<file path="src/rtl/program_sequencer_stack_pkg.sv">
// Shared widths, pm_addr source encoding and sizing helpers for the program sequencer.
package program_sequencer_stack_pkg;

  localparam int unsigned ADDR_W_DEF      = 8;
  localparam int unsigned JMP_W_DEF       = 4;
  localparam int unsigned STACK_DEPTH_DEF = 4;
  localparam int unsigned RPT_W_DEF       = 2;

  typedef enum logic [2:0] {
    SRC_RESET,
    SRC_HOLD,
    SRC_RET,
    SRC_CALL,
    SRC_JMP,
    SRC_SEQ
  } pm_src_e;

  // Occupancy counter must represent 0..depth inclusive.
  function automatic int unsigned sp_width(input int unsigned depth);
    return $clog2(depth + 1);
  endfunction

  function automatic int unsigned idx_width(input int unsigned depth);
    return (depth > 1) ? $clog2(depth) : 1;
  endfunction

endpackage

</file>
<file path="src/rtl/program_sequencer_stack_if.sv">
// Control/status bundle between the instruction decoder and the program sequencer.
interface program_sequencer_stack_if
  import program_sequencer_stack_pkg::*;
#(
  parameter int unsigned ADDR_W      = ADDR_W_DEF,
  parameter int unsigned JMP_W       = JMP_W_DEF,
  parameter int unsigned STACK_DEPTH = STACK_DEPTH_DEF,
  parameter int unsigned RPT_W       = RPT_W_DEF
);
  localparam int unsigned SP_W = sp_width(STACK_DEPTH);

  logic              jmp;
  logic              jmp_nz;
  logic              dont_jmp;
  logic              call;
  logic              ret;
  logic              rpt;
  logic [RPT_W-1:0]  rpt_cnt;
  logic [JMP_W-1:0]  jmp_addr;
  logic [ADDR_W-1:0] pm_addr;
  logic [ADDR_W-1:0] pc;
  logic [SP_W-1:0]   sp;
  logic              stack_full;
  logic              stack_empty;
  logic              stack_err;

  modport master (
    output jmp, jmp_nz, dont_jmp, call, ret, rpt, rpt_cnt, jmp_addr,
    input  pm_addr, pc, sp, stack_full, stack_empty, stack_err
  );

  modport slave (
    input  jmp, jmp_nz, dont_jmp, call, ret, rpt, rpt_cnt, jmp_addr,
    output pm_addr, pc, sp, stack_full, stack_empty, stack_err
  );

endinterface

</file>
<file path="src/rtl/program_sequencer_stack_return_stack.sv">
// Return-address LIFO: register array indexed by occupancy; push/pop are never both set.
module program_sequencer_stack_return_stack
  import program_sequencer_stack_pkg::*;
#(
  parameter int unsigned DEPTH  = STACK_DEPTH_DEF,
  parameter int unsigned DATA_W = ADDR_W_DEF,
  parameter int unsigned SP_W   = sp_width(DEPTH)
) (
  input  logic              clk,
  input  logic              sync_reset,
  input  logic              push,
  input  logic              pop,
  input  logic [DATA_W-1:0] push_data,
  output logic [DATA_W-1:0] top,
  output logic [SP_W-1:0]   sp,
  output logic              full,
  output logic              empty
);
  localparam int unsigned IDX_W = idx_width(DEPTH);

  logic [DATA_W-1:0] stack_q [DEPTH];
  logic [DATA_W-1:0] stack_d [DEPTH];
  logic [SP_W-1:0]   sp_q;
  logic [SP_W-1:0]   sp_d;
  logic [IDX_W-1:0]  wr_idx;
  logic [IDX_W-1:0]  rd_idx;

  assign wr_idx = IDX_W'(sp_q);
  assign rd_idx = IDX_W'(sp_q - SP_W'(1));

  always_comb begin
    stack_d = stack_q;
    sp_d    = sp_q;
    if (push) begin
      stack_d[wr_idx] = push_data;
      sp_d            = sp_q + SP_W'(1);
    end else if (pop) begin
      sp_d = sp_q - SP_W'(1);
    end
  end

  always_ff @(posedge clk) begin
    if (sync_reset) begin
      sp_q <= '0;
      for (int i = 0; i < int'(DEPTH); i++) stack_q[i] <= '0;
    end else begin
      sp_q    <= sp_d;
      stack_q <= stack_d;
    end
  end

  assign top   = stack_q[rd_idx];
  assign sp    = sp_q;
  assign full  = (sp_q == SP_W'(DEPTH));
  assign empty = (sp_q == '0);

endmodule

</file>
<file path="src/rtl/program_sequencer_stack.sv">
// Program sequencer: pc register, counted repeat hold, sticky stack error and the
// prioritised pm_addr mux feeding program memory.
module program_sequencer_stack
  import program_sequencer_stack_pkg::*;
#(
  parameter int unsigned ADDR_W      = ADDR_W_DEF,
  parameter int unsigned JMP_W       = JMP_W_DEF,
  parameter int unsigned STACK_DEPTH = STACK_DEPTH_DEF,
  parameter int unsigned RPT_W       = RPT_W_DEF
) (
  input logic                      clk,
  input logic                      sync_reset,
  program_sequencer_stack_if.slave bus
);
  localparam int unsigned SP_W = sp_width(STACK_DEPTH);

  logic [ADDR_W-1:0] pc_q, pc_d;
  logic [RPT_W-1:0]  hold_cnt_q, hold_cnt_d;
  logic              err_q, err_d;

  logic [ADDR_W-1:0] pc_inc;
  logic [ADDR_W-1:0] target;
  logic [ADDR_W-1:0] stack_top;
  logic [ADDR_W-1:0] pm_addr_c;
  logic [SP_W-1:0]   sp;
  logic              full, empty, push, pop, hold_active;
  pm_src_e           src;

  assign pc_inc      = ADDR_W'(pc_q + ADDR_W'(1));
  assign target      = ADDR_W'(bus.jmp_addr) << (ADDR_W - JMP_W);
  assign hold_active = (hold_cnt_q != '0);

  // Source select: reset, hold, ret, call, jump, then sequential fetch.
  always_comb begin
    src = SRC_SEQ;
    if (sync_reset)                              src = SRC_RESET;
    else if (hold_active)                        src = SRC_HOLD;
    else if (bus.ret)                            src = SRC_RET;
    else if (bus.call)                           src = SRC_CALL;
    else if (bus.jmp || (bus.jmp_nz && !bus.dont_jmp)) src = SRC_JMP;
  end

  always_comb begin
    pm_addr_c  = pc_inc;
    push       = 1'b0;
    pop        = 1'b0;
    err_d      = err_q;
    hold_cnt_d = '0;
    case (src)
      SRC_RESET: pm_addr_c = '0;
      SRC_HOLD:  pm_addr_c = pc_q;
      SRC_RET: begin
        pm_addr_c = empty ? pc_inc : stack_top;
        pop       = !empty;
        err_d     = err_q | empty;
      end
      SRC_CALL: begin
        pm_addr_c = target;
        push      = !full;
        err_d     = err_q | full;
      end
      SRC_JMP:  pm_addr_c = target;
      default:  pm_addr_c = pc_inc;
    endcase
    // A hold in progress counts down; otherwise rpt arms it for the next instruction.
    if (hold_active)  hold_cnt_d = hold_cnt_q - RPT_W'(1);
    else if (bus.rpt) hold_cnt_d = bus.rpt_cnt;
    pc_d = pm_addr_c;
  end

  always_ff @(posedge clk) begin
    if (sync_reset) begin
      pc_q       <= '0;
      hold_cnt_q <= '0;
      err_q      <= 1'b0;
    end else begin
      pc_q       <= pc_d;
      hold_cnt_q <= hold_cnt_d;
      err_q      <= err_d;
    end
  end

  program_sequencer_stack_return_stack #(
    .DEPTH  (STACK_DEPTH),
    .DATA_W (ADDR_W),
    .SP_W   (SP_W)
  ) u_return_stack (
    .clk        (clk),
    .sync_reset (sync_reset),
    .push       (push),
    .pop        (pop),
    .push_data  (pc_inc),
    .top        (stack_top),
    .sp         (sp),
    .full       (full),
    .empty      (empty)
  );

  assign bus.pm_addr     = pm_addr_c;
  assign bus.pc          = pc_q;
  assign bus.sp          = sp;
  assign bus.stack_full  = full;
  assign bus.stack_empty = empty;
  assign bus.stack_err   = err_q;

endmodule

</file>
<file path="src/flat_wrapper.sv">
// flat-port wrapper written by rule: the top's interface ports become plain ports
module program_sequencer_stack_flat import program_sequencer_stack_pkg::*;
#(
  parameter int unsigned ADDR_W      = ADDR_W_DEF,
  parameter int unsigned JMP_W       = JMP_W_DEF,
  parameter int unsigned STACK_DEPTH = STACK_DEPTH_DEF,
  parameter int unsigned RPT_W       = RPT_W_DEF
)
  (clk, sync_reset, bus_jmp, bus_jmp_nz, bus_dont_jmp, bus_call, bus_ret, bus_rpt, bus_rpt_cnt, bus_jmp_addr, bus_pm_addr, bus_pc, bus_sp, bus_stack_full, bus_stack_empty, bus_stack_err);
  program_sequencer_stack_if #(.ADDR_W(ADDR_W), .JMP_W(JMP_W), .STACK_DEPTH(STACK_DEPTH), .RPT_W(RPT_W)) bus_i ();
  input logic clk;
  input logic sync_reset;
  input wire logic [$bits(bus_i.jmp)-1:0] bus_jmp;
  input wire logic [$bits(bus_i.jmp_nz)-1:0] bus_jmp_nz;
  input wire logic [$bits(bus_i.dont_jmp)-1:0] bus_dont_jmp;
  input wire logic [$bits(bus_i.call)-1:0] bus_call;
  input wire logic [$bits(bus_i.ret)-1:0] bus_ret;
  input wire logic [$bits(bus_i.rpt)-1:0] bus_rpt;
  input wire logic [$bits(bus_i.rpt_cnt)-1:0] bus_rpt_cnt;
  input wire logic [$bits(bus_i.jmp_addr)-1:0] bus_jmp_addr;
  output wire logic [$bits(bus_i.pm_addr)-1:0] bus_pm_addr;
  output wire logic [$bits(bus_i.pc)-1:0] bus_pc;
  output wire logic [$bits(bus_i.sp)-1:0] bus_sp;
  output wire logic [$bits(bus_i.stack_full)-1:0] bus_stack_full;
  output wire logic [$bits(bus_i.stack_empty)-1:0] bus_stack_empty;
  output wire logic [$bits(bus_i.stack_err)-1:0] bus_stack_err;
  assign bus_i.jmp = bus_jmp;
  assign bus_i.jmp_nz = bus_jmp_nz;
  assign bus_i.dont_jmp = bus_dont_jmp;
  assign bus_i.call = bus_call;
  assign bus_i.ret = bus_ret;
  assign bus_i.rpt = bus_rpt;
  assign bus_i.rpt_cnt = bus_rpt_cnt;
  assign bus_i.jmp_addr = bus_jmp_addr;
  assign bus_pm_addr = bus_i.pm_addr;
  assign bus_pc = bus_i.pc;
  assign bus_sp = bus_i.sp;
  assign bus_stack_full = bus_i.stack_full;
  assign bus_stack_empty = bus_i.stack_empty;
  assign bus_stack_err = bus_i.stack_err;
  program_sequencer_stack #(.ADDR_W(ADDR_W), .JMP_W(JMP_W), .STACK_DEPTH(STACK_DEPTH), .RPT_W(RPT_W)) u_core (.clk(clk), .sync_reset(sync_reset), .bus(bus_i));
endmodule
</file>
<file path="config.mk">
export PLATFORM = sky130hd
export DESIGN_NAME = program_sequencer_stack_flat
export DESIGN_NICKNAME = d
export VERILOG_FILES = /design/src/rtl/program_sequencer_stack_pkg.sv /design/src/rtl/program_sequencer_stack_if.sv /design/src/rtl/program_sequencer_stack_return_stack.sv /design/src/rtl/program_sequencer_stack.sv /design/src/flat_wrapper.sv
export SDC_FILE = /design/constraint.sdc
export NUM_CORES = 1
export LEC_CHECK = 0
export CORE_ASPECT_RATIO = 1.1
export CORE_MARGIN = 5
export CORE_UTILIZATION = 57
export CTS_CLUSTER_SIZE = 14
export DETAILED_ROUTE_END_ITERATION = 8
export GPL_TIMING_DRIVEN = 1
export PLACE_DENSITY = 0.9
export SLEW_MARGIN = 0
export SYNTH_ARGS = -nofsm -noshare
export SYNTH_HDL_FRONTEND = slang
export SYNTH_SLANG_ARGS = --single-unit
</file>
<file path="constraint.sdc">
create_clock -name clk -period 3.9 [get_ports clk]
set_input_delay 0.78 -clock clk [delete_from_list [all_inputs] [get_ports clk]]
set_output_delay 0.78 -clock clk [all_outputs]
set_load 0.005 [all_outputs]
</file>
Yosys cells after proc, flatten, opt, wreduce, memory -nomap -nowiden
Cells that the tools add are included.
{"block": "op_classes", "add_sub_neg": 4, "multipliers": 0, "div": 0, "order_cmp": 3, "n_eq_ne": 5, "shift": 0, "mux": 20, "bitwise": 4, "n_reduce_logical": 12}
{"operator": "32-bit bitwise mux", "count": 1}
{"operator": "8-bit 2-to-1 mux", "count": 4}
{"operator": "8-bit case mux with 4 select lines", "count": 1}
{"operator": "3-bit 2-to-1 mux", "count": 6}
{"operator": "8-bit binary-select mux with 2-bit select", "count": 1}
{"operator": "8-bit demux with 2-bit select", "count": 1}
{"operator": "8-bit by 1-bit adder with 8-bit output, second input constant", "count": 1}
{"operator": "3-bit by 2-bit equality test with 1-bit output, second input constant", "count": 2}
{"operator": "3-bit equality test, second input constant", "count": 2}
{"operator": "3-bit >= comparator, second input constant", "count": 2}
{"operator": "3-bit logical NOT", "count": 2}
{"operator": "2-bit inverter with 3-bit output", "count": 2}
{"operator": "2-bit nonzero test", "count": 3}
{"operator": "2-bit 2-to-1 mux", "count": 2}
{"operator": "3-bit by 1-bit adder with 3-bit output, second input constant", "count": 1}
{"operator": "3-bit by 1-bit equality test with 1-bit output, second input constant", "count": 1}
{"operator": "1-bit logical NOT", "count": 3}
{"operator": "3-bit by 1-bit less-than comparator with 1-bit output, second input constant", "count": 1}
{"operator": "1-bit 2-to-1 mux", "count": 3}
{"operator": "3-bit by 1-bit subtractor with 3-bit output, second input constant", "count": 1}
{"operator": "1-bit logical AND", "count": 2}
{"operator": "1-bit OR", "count": 2}
{"operator": "1-bit case mux with 2 select lines", "count": 1}
{"operator": "2-bit OR reduction", "count": 1}
{"operator": "2 further kinds", "count": 2}
{"block": "totals", "reg_bits": 46, "latch_bits": 0, "ram_bits": 0, "rom_bits": 0, "out_inout_bits": 22, "elab_cells": 56, "mem_count": 0}

Longest topological paths before layout
Gate-level depths: netlist of the first run.
{"block": "depth", "depth_word": 12, "mapped_depth": 10}

Modules after synthesis
A second synthesis of the first run with hierarchy kept.
{"block": "hier_totals", "hier_cells": 279, "area_unflattened_um2": 2392.3}
{"module": "program_sequencer_stack_return_stack", "n_inst": 1, "cells_per_inst": 178, "area_each_um2": 1609.0}
{"module": "program_sequencer_stack", "n_inst": 1, "cells_per_inst": 101, "area_each_um2": 783.3}

Worst setup path before layout of the first run
No wires, ideal clock.
{"block": "synth_timing", "path_kind": "flip-flop to output port", "startpoint": "register u_core.u_return_stack.sp_q[0], in the netlist u_core.u_return_stack.sp[0]", "endpoint": "output bus_pm_addr[7]", "arrival_time_ps": 2190, "required_ps": 3120, "path_slack_ps": 930, "stages_incl_launch_ff": 8, "cell_sequence": "dfxtp_1 > buf_2 > inv_1 > ha_1 > buf_2 > mux4_2 > a222oi_1 > o22ai_1"}
{"block": "synth_via", "elab_chain_cells": 7, "word_cells_on_any_way": 8, "cone_classes": "add/sub: 1; mux: 5; bitwise: 1; reduce/logical: 1"}
{"item": "start: declaration", "line": "program_sequencer_stack_return_stack.sv:23", "rtl": "logic [SP_W-1:0] sp_q;"}
{"item": "start signal: assignment", "line": "program_sequencer_stack_return_stack.sv:47", "rtl": "sp_q <= sp_d;"}
{"item": "3-bit by 1-bit subtractor with 3-bit output", "line": "program_sequencer_stack_return_stack.sv:29", "rtl": "assign rd_idx = IDX_W'(sp_q - SP_W'(1));"}
{"item": "via u_core.u_return_stack.rd_idx[0]", "line": "program_sequencer_stack_return_stack.sv:26", "rtl": "logic [IDX_W-1:0] rd_idx;"}
{"item": "2-bit inverter with 3-bit output (implied by the code)", "line": "program_sequencer_stack_return_stack.sv:52", "rtl": "assign top = stack_q[rd_idx];"}
{"item": "8-bit binary-select mux with 2-bit select", "line": "program_sequencer_stack_return_stack.sv:52"}
{"item": "8-bit 2-to-1 mux (implied by the code) (2 in a row)", "line": "program_sequencer_stack_return_stack.sv:52"}
{"item": "8-bit 2-to-1 mux", "line": "program_sequencer_stack.sv:53", "rtl": "pm_addr_c = empty ? pc_inc : stack_top;"}
{"item": "8-bit case mux with 4 select lines", "line": "program_sequencer_stack.sv:49", "rtl": "case (src)"}
{"item": "end: declaration", "line": "flat_wrapper.sv:21", "rtl": "output wire logic [$bits(bus_i.pm_addr)-1:0] bus_pm_addr;"}
The timed path passes the listed nets, and every way through them passes these cells. The select of a mux whose other input is x is not followed.

Worst setup path after layout of the first run
{"block": "layout_timing", "startpoint": "input sync_reset", "endpoint": "output bus_pm_addr[3]"}
{"block": "layout_via", "elab_chain_cells": 4, "word_cells_on_any_way": 8, "cone_classes": "eq/ne: 4; mux: 2; reduce/logical: 2"}
{"item": "start: declaration", "line": "flat_wrapper.sv:12", "rtl": "input logic sync_reset;"}
{"item": "3-bit 2-to-1 mux *", "line": "program_sequencer_stack.sv:36", "rtl": "if (sync_reset) src = SRC_RESET;"}
{"item": "3-bit by 2-bit equality test with 1-bit output / 3-bit equality test (equally long branches)", "line": "program_sequencer_stack.sv:49"}
{"item": "2-bit OR reduction (no line)"}
{"item": "8-bit case mux with 4 select lines *", "line": "program_sequencer_stack.sv:49"}
Mark *: on every way between the ends. The rest lies on a longest branch, timed or not.

==> results.cfg, run 1 <==
[outcome]
status = complete, no violations

[sta]
fin_worst_skew_ns = 0.00795
rsz_0062_raised_after_global_routing = false
fmax_achieved_mhz = 266
finalSetupTns_ns = 0
worst_slew_pin_slew_ns = 0.756
layout_min_cycle_time_ns = 3.76
final_hold_viol_count = 0
report.final.slew_viol_count = 0
finalSetupViolCount = 0
slew_headroom_pct = 49.6
finalCritPeriodShare_pct = 96.4

[global_routing]
gr-total-overflow = 0
antenna_found_initial = 0
vias_in_the_first_global_route = 1935
groute.usage.overall_pct = 22.0
most_used_routing_layer_in_global_routing = met2
gr-usage-met3_pct = 7.26
maximum_number_of_pins_on_one_net_before_global_route_repair = 23
m2_gr_usage_pct = 36.8
global_route.usage.met1_pct = 26.0
grt_first_pass_wirelength_mm = 9.49

[die]
design.die.area_mm2 = 0.00541
die_w_um = 70.6
num_io_pins = 36
initial_utilization_pct = 58.5
fp-row-count = 24
core_box_area_mm2 = 0.00393
die_y_um = 76.6

[cts]
postCtsHoldBufs = 0
clock_sinks = 46
clock_path_buffers = 2
ctsRootBufferMaster = clkbuf_8
clk_transition_reported_paths_ns = 0.08
cts_tree = yes
ctsHtreeMaxLevel = 2
cts-buffers-inserted = 5
clock_latency_ns = 0.30

[final_layout]
area.sequential_um2 = 921
area_growth_pct = 20.6
multi_input_area_mm2 = 0.00124
diodes = 0
final_nets = 285
nFillCells = 276
stdcell_area_mm2 = 0.00277
fraction_of_layout_instances_using_a_drive_strength_above_1_pct = 12.8

[place]
routabilityCongestion = 0.816
dpl_cell_area_mm2 = 0.00264
port_buffers = 35
dp.final_hpwl_mm = 3.88

[worst_setup_path]
path_max_fanout = 8
cp_startpoint_kind = primary input
worstReg2RegStart = u_core.u_return_stack.sp[1]
critical_path_class = primary input to primary output
critical_register_to_register_path_endpoint = u_core.u_return_stack.stack_q[1]
setup.worst_path.end = bus_pm_addr[3]
worst_ep_arrival_time_ns = 2.98
ff2ff_path_depth = 7
crit_start = sync_reset
worstSetupEndpointType = primary output
ff2ff_setup_slack_ns = 1.48
worst_ep_required_time_ns = 3.12

[run]
max_cap_viol_count = 0

[synth]
ys_top_cells_by_area = dfxtp_1, a211oi_1, mux4_2
postSynthCellCount = 233
ys.warnings.count = 0
synth_most_common_cell = dfxtp_1
synth_top_family_by_area = compound AO/OA/AOI/OAI gates
ys_ff_latch = 46
ys_dominant_reg_cell = dfxtp_1
post_synth_fa_ha_maj_area_fraction_pct = 3.81
yosys-top-cells-count = dfxtp_1, nor2_1, a211oi_1
synth_sequential_area_ratio_pct = 40.0
yosys.area_share.xor_xnor_pct = 1.52
syn_area_per_cell_um2 = 9.88
postSynth.asyncResetShare_pct = 0
synth_compound_area_share_pct = 22.5
ys_types = 40
synthMuxAreaShare_pct = 9.57
synth.top_cell.area_share_pct = 40.0
area_fraction_in_and_or_nand_and_nor_cells_after_synthesis_pct = 16.1
synthDominantAreaCellType = dfxtp_1
postSynthNetCount = 254
synth_edf_count = 0
post_synth_instance_area_mm2 = 0.00230

[power]
worst_ir_drop_vdd_v = 0.000191
clockPowerShare_pct = 33.8
power_share_of_the_combinational_group_pct = 17.6
power_report.internal_total_uw = 770
p_switching_uw = 272
sw_frac_of_total_pct = 26.1
power.share.sequential_pct = 48.6
power-per-cell-area_mw_per_mm2 = 376
power_leakage_uw = 0.000936

[detailed_routing]
iteration_0_drc_count_of_the_detailed_router = 145
initial_drt_pass_iterations = 4
route.detailed.drc = 0
post_drt_via_cell_ratio = 6.29
postRouteAntennaNets = 0
wl_per_instance_um = 17.8
routed-via-count = 1995
wl_mm = 5.63

[worst_hold_path]
min_path_type = register to register
==> power by group through the flow <==
stage | logic (uW) | registers, uW | clock network, uW
floorplan | 106 | 511 | 0
global placement | 175 | 515 | 0
detailed placement | 177 | 517 | 0
CTS | 180 | 506 | 356
global route | 199 | 509 | 380
finish | 184 | 507 | 352
==> critical path, cell delays in order <==
cell             delay, ns
clkdlybuf4s50_1       0.58
nor4b_4               0.41
and2_1                0.34
buf_4                 0.21
a221o_1               0.16
clkdlybuf4s50_1       0.50
==> final cells by class <==
| cell class | count | area share (%) |
|---|---|---|
| multi-input cells | 163 | 44.9 |
| flip-flops and latches | 46 | 33.2 |
| repair buffers | 44 | 15.1 |
| clock buffers | 6 | 2.62 |
| well taps | 52 | 2.35 |
| clock inverters | 2 | 1.35 |
| inverters | 4 | 0.541 |
==> routing by layer <==
layer	vias to the layer above	routed length (um)
li1	940	-
met5	-	0
met2	84	2710
met3	11	459
met1	960	2320
met4	0	134
==> cells in the final DEF, fill, tap and decap left out, types with 2 or more instances in the layout <==
| cell | synthesis | routed |
|---|---|---|
| xnor2_1 | 2 | 2 |
| nor2_2 | 3 | 3 |
| nor2_1 | 38 | 38 |
| clkbuf_8 | 0 | 5 |
| inv_1 | 4 | 4 |
| buf_4 | 3 | 9 |
| and3_1 | 4 | 4 |
| mux2i_1 | 4 | 4 |
| o2111ai_1 | 2 | 2 |
| a211oi_1 | 26 | 26 |
| dfxtp_1 | 46 | 46 |
| a21oi_1 | 3 | 3 |
| o22ai_1 | 7 | 7 |
| a221o_1 | 8 | 8 |
| a211oi_2 | 3 | 3 |
| a21o_1 | 4 | 4 |
| nand2_1 | 7 | 7 |
| nand3_1 | 7 | 7 |
| a31oi_1 | 2 | 2 |
| a222oi_1 | 3 | 3 |
| xor2_1 | 2 | 2 |
| mux4_2 | 8 | 8 |
| clkdlybuf4s50_1 | 0 | 35 |
| o21a_1 | 2 | 2 |
| nor3_1 | 7 | 7 |
| nand2b_1 | 2 | 2 |
| nor2b_1 | 3 | 3 |
| ha_1 | 7 | 7 |
==> registers in the layout, indices dropped and copies added, names as in the netlist <==
register                       cells
u_core.u_return_stack.stack_q     32
u_core.bus.stack_err               1
u_core.bus.pc                      8
u_core.hold_cnt_q                  2
u_core.u_return_stack.sp           3
==> kinds of logic (layout without fill, tap and decap cells) <==
logic type | after synthesis | in the layout
simple gates | 76 | 76
xor+xnor | 4 | 4
buf+inv | 24 | 56
mux | 12 | 12
fa+ha+maj | 7 | 7
flops | 46 | 46
compound gates | 64 | 64
==> worst min path at each step <==
stage	startpoint	endpoint	slack, ns	cells past startpoint
6_report	u_core.u_return_stack.stack_q[14]	u_core.u_return_stack.stack_q[14]	0.50	2
3_3_place_gp	u_core.u_return_stack.stack_q[1]	u_core.u_return_stack.stack_q[1]	0.47	2
2_1_floorplan	u_core.u_return_stack.stack_q[9]	u_core.u_return_stack.stack_q[9]	0.45	2
3_5_place_dp	u_core.u_return_stack.stack_q[9]	u_core.u_return_stack.stack_q[9]	0.49	2
5_1_grt	u_core.u_return_stack.stack_q[31]	u_core.u_return_stack.stack_q[31]	0.52	2
4_1_cts	u_core.u_return_stack.stack_q[14]	u_core.u_return_stack.stack_q[14]	0.50	2
==> stage by stage <==
step / total power (uW) / hold WS, ns / utilization (%) / setup slack, ns / instances
floorplan: 617 / 0.455 / - / 0.930 / 233
global placement: 690 / 0.471 / 67.2 / 0.149 / 308
detailed placement: 694 / 0.490 / 67.2 / 0.105 / 308
CTS: 1040 / 0.501 / 70.0 / 0.0866 / 316
global route: 1090 / 0.521 / 70.5 / 0.00289 / 317
finish: 1040 / 0.503 / 70.5 / 0.141 / 317
==> what timing repair did <==
item / CTS / global route
buffers inserted: 0 / 1
endpoints found under the setup margin: 0 / 6
resized for setup: 0 / 2
No activity file was read; power rests on OpenSTA's default activity.
==> run 2: changes to the inputs <==
--- a/config.mk
+++ b/config.mk
@@ -10,8 +10,8 @@
 export CORE_UTILIZATION = 57
 export CTS_CLUSTER_SIZE = 14
 export DETAILED_ROUTE_END_ITERATION = 8
-export GPL_TIMING_DRIVEN = 1
 export PLACE_DENSITY = 0.9
+export SKIP_LAST_GASP = 1
 export SLEW_MARGIN = 0
 export SYNTH_ARGS = -nofsm -noshare
 export SYNTH_HDL_FRONTEND = slang
==> constraint.sdc (replaced) <==
create_clock -name clk -period 4.5 [get_ports clk]
set_input_delay 0.9 -clock clk [delete_from_list [all_inputs] [get_ports clk]]
set_output_delay 0.9 -clock clk [all_outputs]
set_load 0.005 [all_outputs]
==> run 2 against run 1 <==
  * Sequential power down 13%
  * Total power down 21%
  * Global-route usage down 2.1 points
  * Clock skew up 0.0061 ns
  * Cell area down 2.7%
  * Combinational power down 18%
  * Register-to-register slack better by 0.62 ns
  * Critical path type unchanged
  * Critical endpoint is now bus_pm_addr[7]
==> results.cfg, run 2 (synthesized netlist as in run 1, its figures left out) <==
[final_layout]
utilization_pct = 68.6
diodes = 0
largest_register_ff_count = 32
final_cell_mix = dfxtp_1, nor2_1, clkdlybuf4s50_1, a211oi_1
stdcell_area_mm2 = 0.00270
final_common_cell = dfxtp_1
fraction_of_layout_instances_using_a_drive_strength_above_1_pct = 11.2
final_nets = 281
area_growth_pct = 17.3
largest-register = u_core.u_return_stack.stack_q

[global_routing]
grt_first_pass_wirelength_mm = 8.65
antenna_found_initial = 0
maximum_number_of_pins_on_one_net_before_global_route_repair = 35
vias_in_the_first_global_route = 1815
groute.usage.overall_pct = 19.9
gr-total-overflow = 0

[sta]
fin_worst_skew_ns = 0.0140
finalCritPeriodShare_pct = 95.2
fmax_achieved_mhz = 233
rsz_0062_raised_after_global_routing = false
fin_hold_ws_ns = 0.500
finalSetupTns_ns = 0
worst_slew_pin_slew_ns = 0.747
final_hold_viol_count = 0
report.final.slew_viol_count = 0
slew_headroom_pct = 50.2
layout_min_cycle_time_ns = 4.29
finalSetupViolCount = 0

[place]
dp.final_hpwl_mm = 3.71
dpl_cell_area_mm2 = 0.00262
routabilityCongestion = 0.824
port_buffers = 35

[detailed_routing]
initial_drt_pass_iterations = 5
post_drt_via_cell_ratio = 6.21
wl_mm = 5.23
routed-via-count = 1939
iteration_0_drc_count_of_the_detailed_router = 181
wl_per_instance_um = 16.7
postRouteAntennaNets = 0
route.detailed.drc = 0

[worst_setup_path]
critical_path.top_delay_family = buffers and inverters
maximum_single_stage_delay_on_the_critical_path_ns = 0.75
critical_path.cell_chain = clkdlybuf4s50_1, buf_4, nor2_1, a222oi_1, o22ai_1, clkdlybuf4s50_1
critical_path_class = primary input to primary output
cpMostUsedCell = clkdlybuf4s50_1
worst_ep_required_time_ns = 3.60
critPathSlowestCell = clkdlybuf4s50_1
worst_ep_arrival_time_ns = 3.39
cp_startpoint_kind = primary input
path_max_fanout = 34
cp_buf_inv_count = 3
worstSetupEndpointType = primary output

[die]
core_box_area_mm2 = 0.00393
die_y_um = 76.6
die_w_um = 70.6
initial_utilization_pct = 58.5
num_io_pins = 36
fp-row-count = 24
design.die.area_mm2 = 0.00541

[power]
power_report.internal_total_uw = 602
clockPowerShare_pct = 28.7
power.share.sequential_pct = 53.1
sw_frac_of_total_pct = 27.2
power-per-cell-area_mw_per_mm2 = 306
power_share_of_the_combinational_group_pct = 18.3
p_switching_uw = 225
worst_ir_drop_vdd_v = 0.000192
power_leakage_uw = 0.000902

[cts]
cts-buffers-inserted = 5
clock_sinks = 46
post_cts_buffers = 0
ctsRootBufferMaster = clkbuf_8
cts_resized = 0
clk_transition_reported_paths_ns = 0.08
clock_latency_ns = 0.30
postCtsHoldBufs = 0
ctsHtreeMaxLevel = 2
clock_path_buffers = 2
cts_tree = yes

[worst_hold_path]
min_path_type = register to register

[run]
max_cap_viol_count = 0

[outcome]
status = complete, no violations
-- run 2: final cells by class --
type / instances / area (um2)
clock inverters: 2 / 10.0
flip-flops and latches: 46 / 921
clock buffers: 5 / 68.8
repair buffers: 40 / 388
inverters: 4 / 15.0
fillers: 293 / 1230
multi-input cells: 163 / 1230
well taps: 52 / 65.1
-- run 2: layer usage --
layer | routed length [um] | global-route usage (%)
met4 | 130 | 10.2
met3 | 346 | 4.49
met1 | 2240 | 24.2
met2 | 2500 | 32.5
met5 | 0 | 0
-- run 2: final timing paths --
kind / startpoint / endpoint / slack (ns) / cells past startpoint
max: sync_reset / bus_pm_addr[7] / 0.21 / 6
min reg2reg: u_core.u_return_stack.stack_q[29] / u_core.u_return_stack.stack_q[29] / 0.50 / 2
max reg2reg: u_core.u_return_stack.sp[1] / u_core.u_return_stack.stack_q[3] / 2.10 / 7
min: u_core.u_return_stack.stack_q[29] / u_core.u_return_stack.stack_q[29] / 0.50 / 2
-- run 2: power by group through the flow --
| stage | Sequential [uW] | Combinational, uW | Clock [uW] |
|---|---|---|---|
| final | 439 | 151 | 237 |
| after global routing | 441 | 164 | 259 |
| after CTS | 438 | 151 | 239 |
| after detailed placement | 448 | 150 | 0 |
| after global placement | 447 | 148 | 0 |
| after floorplan | 442 | 92.0 | 0 |
-- run 2: worst min-delay path: cells and delay by family, from the launching register on --
family          cells  cell delay [ns]
simple gates        1             0.09
flops               1             0.31
compound gates      1             0.05
-- run 2: per-stage QoR --
step                      power [uW]  worst slack, ns  instances
after global placement           595            0.412        305
after floorplan                  534             1.41        233
after global routing             864            0.160        312
after CTS                        828            0.280        312
final                            827            0.215        312
after detailed placement         598            0.335        305
==> run 3: changes to the inputs <==
--- a/config.mk
+++ b/config.mk
@@ -10,7 +10,8 @@
 export CORE_UTILIZATION = 57
 export CTS_CLUSTER_SIZE = 14
 export DETAILED_ROUTE_END_ITERATION = 8
-export PLACE_DENSITY = 0.9
+export GPL_TIMING_DRIVEN = 0
+export PLACE_DENSITY = 0.91
 export SKIP_LAST_GASP = 1
 export SLEW_MARGIN = 0
 export SYNTH_ARGS = -nofsm -noshare
==> run 3 against run 2 <==
  * Maximum frequency grew 2.0%
  * Critical endpoint unchanged
  * Critical path type is now register to primary output
  * Highest routed layer unchanged
  * Largest power group unchanged
  * Clock skew shrank 0.0024 ns
  * Global-route usage grew 3.5 points
==> results.cfg, run 3 (synthesized netlist as in run 1, its figures left out) <==
[outcome]
status = complete, no violations

[die]
initial_utilization_pct = 58.5
die_y_um = 76.6
fp-row-count = 24
num_io_pins = 36
core_box_area_mm2 = 0.00393
die_w_um = 70.6
design.die.area_mm2 = 0.00541

[worst_hold_path]
min_path_type = register to register
hold_path.startpoint = u_core.u_return_stack.stack_q[20]
min_path_cells = 2
hold_path_end = u_core.u_return_stack.stack_q[20]

[worst_setup_path]
critical_register_to_register_path_endpoint = u_core.bus.pc[7]
cp_startpoint_kind = register
ff2ff_setup_slack_ns = 1.85
path_max_fanout = 10
worst_ep_arrival_time_ns = 3.30
worstSetupEndpointType = primary output
worst_ep_required_time_ns = 3.60
ff2ff_path_depth = 7
critical_path_class = register to primary output
worstReg2RegStart = u_core.u_return_stack.sp[0]

[cts]
postCtsHoldBufs = 0
clock_sinks = 46
post_cts_buffers = 0
clock_latency_ns = 0.31
cts_tree = yes
cts-buffers-inserted = 5
clk_transition_reported_paths_ns = 0.08
cts_resized = 0
clock_path_buffers = 2
ctsHtreeMaxLevel = 2
ctsRootBufferMaster = clkbuf_8

[power]
worst_ir_drop_vdd_v = 0.000221
power_share_of_the_combinational_group_pct = 17.8
power.share.sequential_pct = 48.1
power-per-cell-area_mw_per_mm2 = 321
fin_total_pwr_uw = 905
sw_frac_of_total_pct = 26.6
p_switching_uw = 241
clockPowerShare_pct = 34.1
power_report.internal_total_uw = 665
power_leakage_uw = 0.000968

[sta]
layout_min_cycle_time_ns = 4.20
fin_hold_ws_ns = 0.502
worst_slew_pin_slew_ns = 0.821
final_hold_viol_count = 0
rsz_0062_raised_after_global_routing = false
finalSetupTns_ns = 0
finalSetupViolCount = 0
finalCritPeriodShare_pct = 93.4
fmax_achieved_mhz = 238
fin_worst_skew_ns = 0.0116
report.final.slew_viol_count = 0
slew_headroom_pct = 44.5

[detailed_routing]
routed-via-count = 2081
route.detailed.drc = 0
post_drt_via_cell_ratio = 6.36
wl_mm = 6.05
iteration_0_drc_count_of_the_detailed_router = 259
postRouteAntennaNets = 0
initial_drt_pass_iterations = 6
wl_per_instance_um = 18.5

[global_routing]
gr-total-overflow = 0
gr-usage-met3_pct = 5.41
global_route.usage.met1_pct = 26.9
maximum_number_of_pins_on_one_net_before_global_route_repair = 15
grt_first_pass_wirelength_mm = 9.93
most_used_routing_layer_in_global_routing = met2
vias_in_the_first_global_route = 2059
m2_gr_usage_pct = 40.4
antenna_found_initial = 0
groute.usage.overall_pct = 23.3

[final_layout]
final_common_cell = dfxtp_1
largest-register = u_core.u_return_stack.stack_q
diodes = 0
area_growth_pct = 22.4
fin_cells = 327
final_cell_mix = dfxtp_1, nor2_1, clkdlybuf4s50_1, a211oi_1
final_nets = 295
fraction_of_layout_instances_using_a_drive_strength_above_1_pct = 13.8
largest_register_ff_count = 32

[place]
port_buffers = 34
dp.final_hpwl_mm = 4.30
placedCellCount = 319
routabilityCongestion = 0.833

[run]
max_cap_viol_count = 0
==> run 3: power by group through the flow <==
| stage | clock network, uW | logic, uW | registers (uW) |
|---|---|---|---|
| CTS | 311 | 161 | 435 |
| detailed placement | 0 | 159 | 445 |
| global route | 327 | 174 | 437 |
| finish | 309 | 161 | 436 |
| global placement | 0 | 154 | 444 |
| floorplan | 0 | 92.0 | 442 |
==> run 3: how the worst max path moves through the flow <==
stage / from / to / slack, ns / depth (start not counted)
after floorplan: u_core.u_return_stack.sp[0] / bus_pm_addr[7] / 1.41 / 7
after global placement: bus_ret / bus_pm_addr[4] / 0.49 / 8
after detailed placement: bus_ret / bus_pm_addr[4] / 0.44 / 8
after CTS: u_core.u_return_stack.sp[0] / bus_pm_addr[7] / 0.31 / 8
after global routing: u_core.u_return_stack.sp[0] / bus_pm_addr[7] / 0.15 / 8
final: u_core.u_return_stack.sp[0] / bus_pm_addr[7] / 0.30 / 8
==> run 3: critical path, cell delays in order (launching register included) <==
cell,delay [ns]
dfxtp_1,0.38
buf_2,0.30
inv_1,0.14
ha_1,0.29
buf_2,0.26
mux4_2,0.54
a222oi_1,0.47
o22ai_1,0.13
clkdlybuf4s50_1,0.48
==> run 3: area by class of cell <==
cell class,count,area [um2]
Timing Repair Buffer,34,340
Buffer,20,134
Tap cell,52,65.1
Inverter,4,15.0
Fill cell,284,1120
Clock inverter,2,37.5
Sequential cell,46,921
Multi-Input combinational cell,163,1230
Clock buffer,6,72.6
==> run 3: metrics by stage <==
stage               utilization [%]  area [um2]  setup slack, ns
floorplan                         -        2300             1.41
global placement               68.8        2710            0.489
detailed placement             68.8        2710            0.438
CTS                            71.6        2820            0.314
global route                   71.6        2820            0.150
finish                         71.6        2820            0.298
==> run 3: routing by layer <==
metal | up-vias | share of wire [%]
li1 | 963 | -
met1 | 997 | 39
met2 | 110 | 51
met3 | 11 | 7.3
met4 | 0 | 2.5
met5 | - | 0
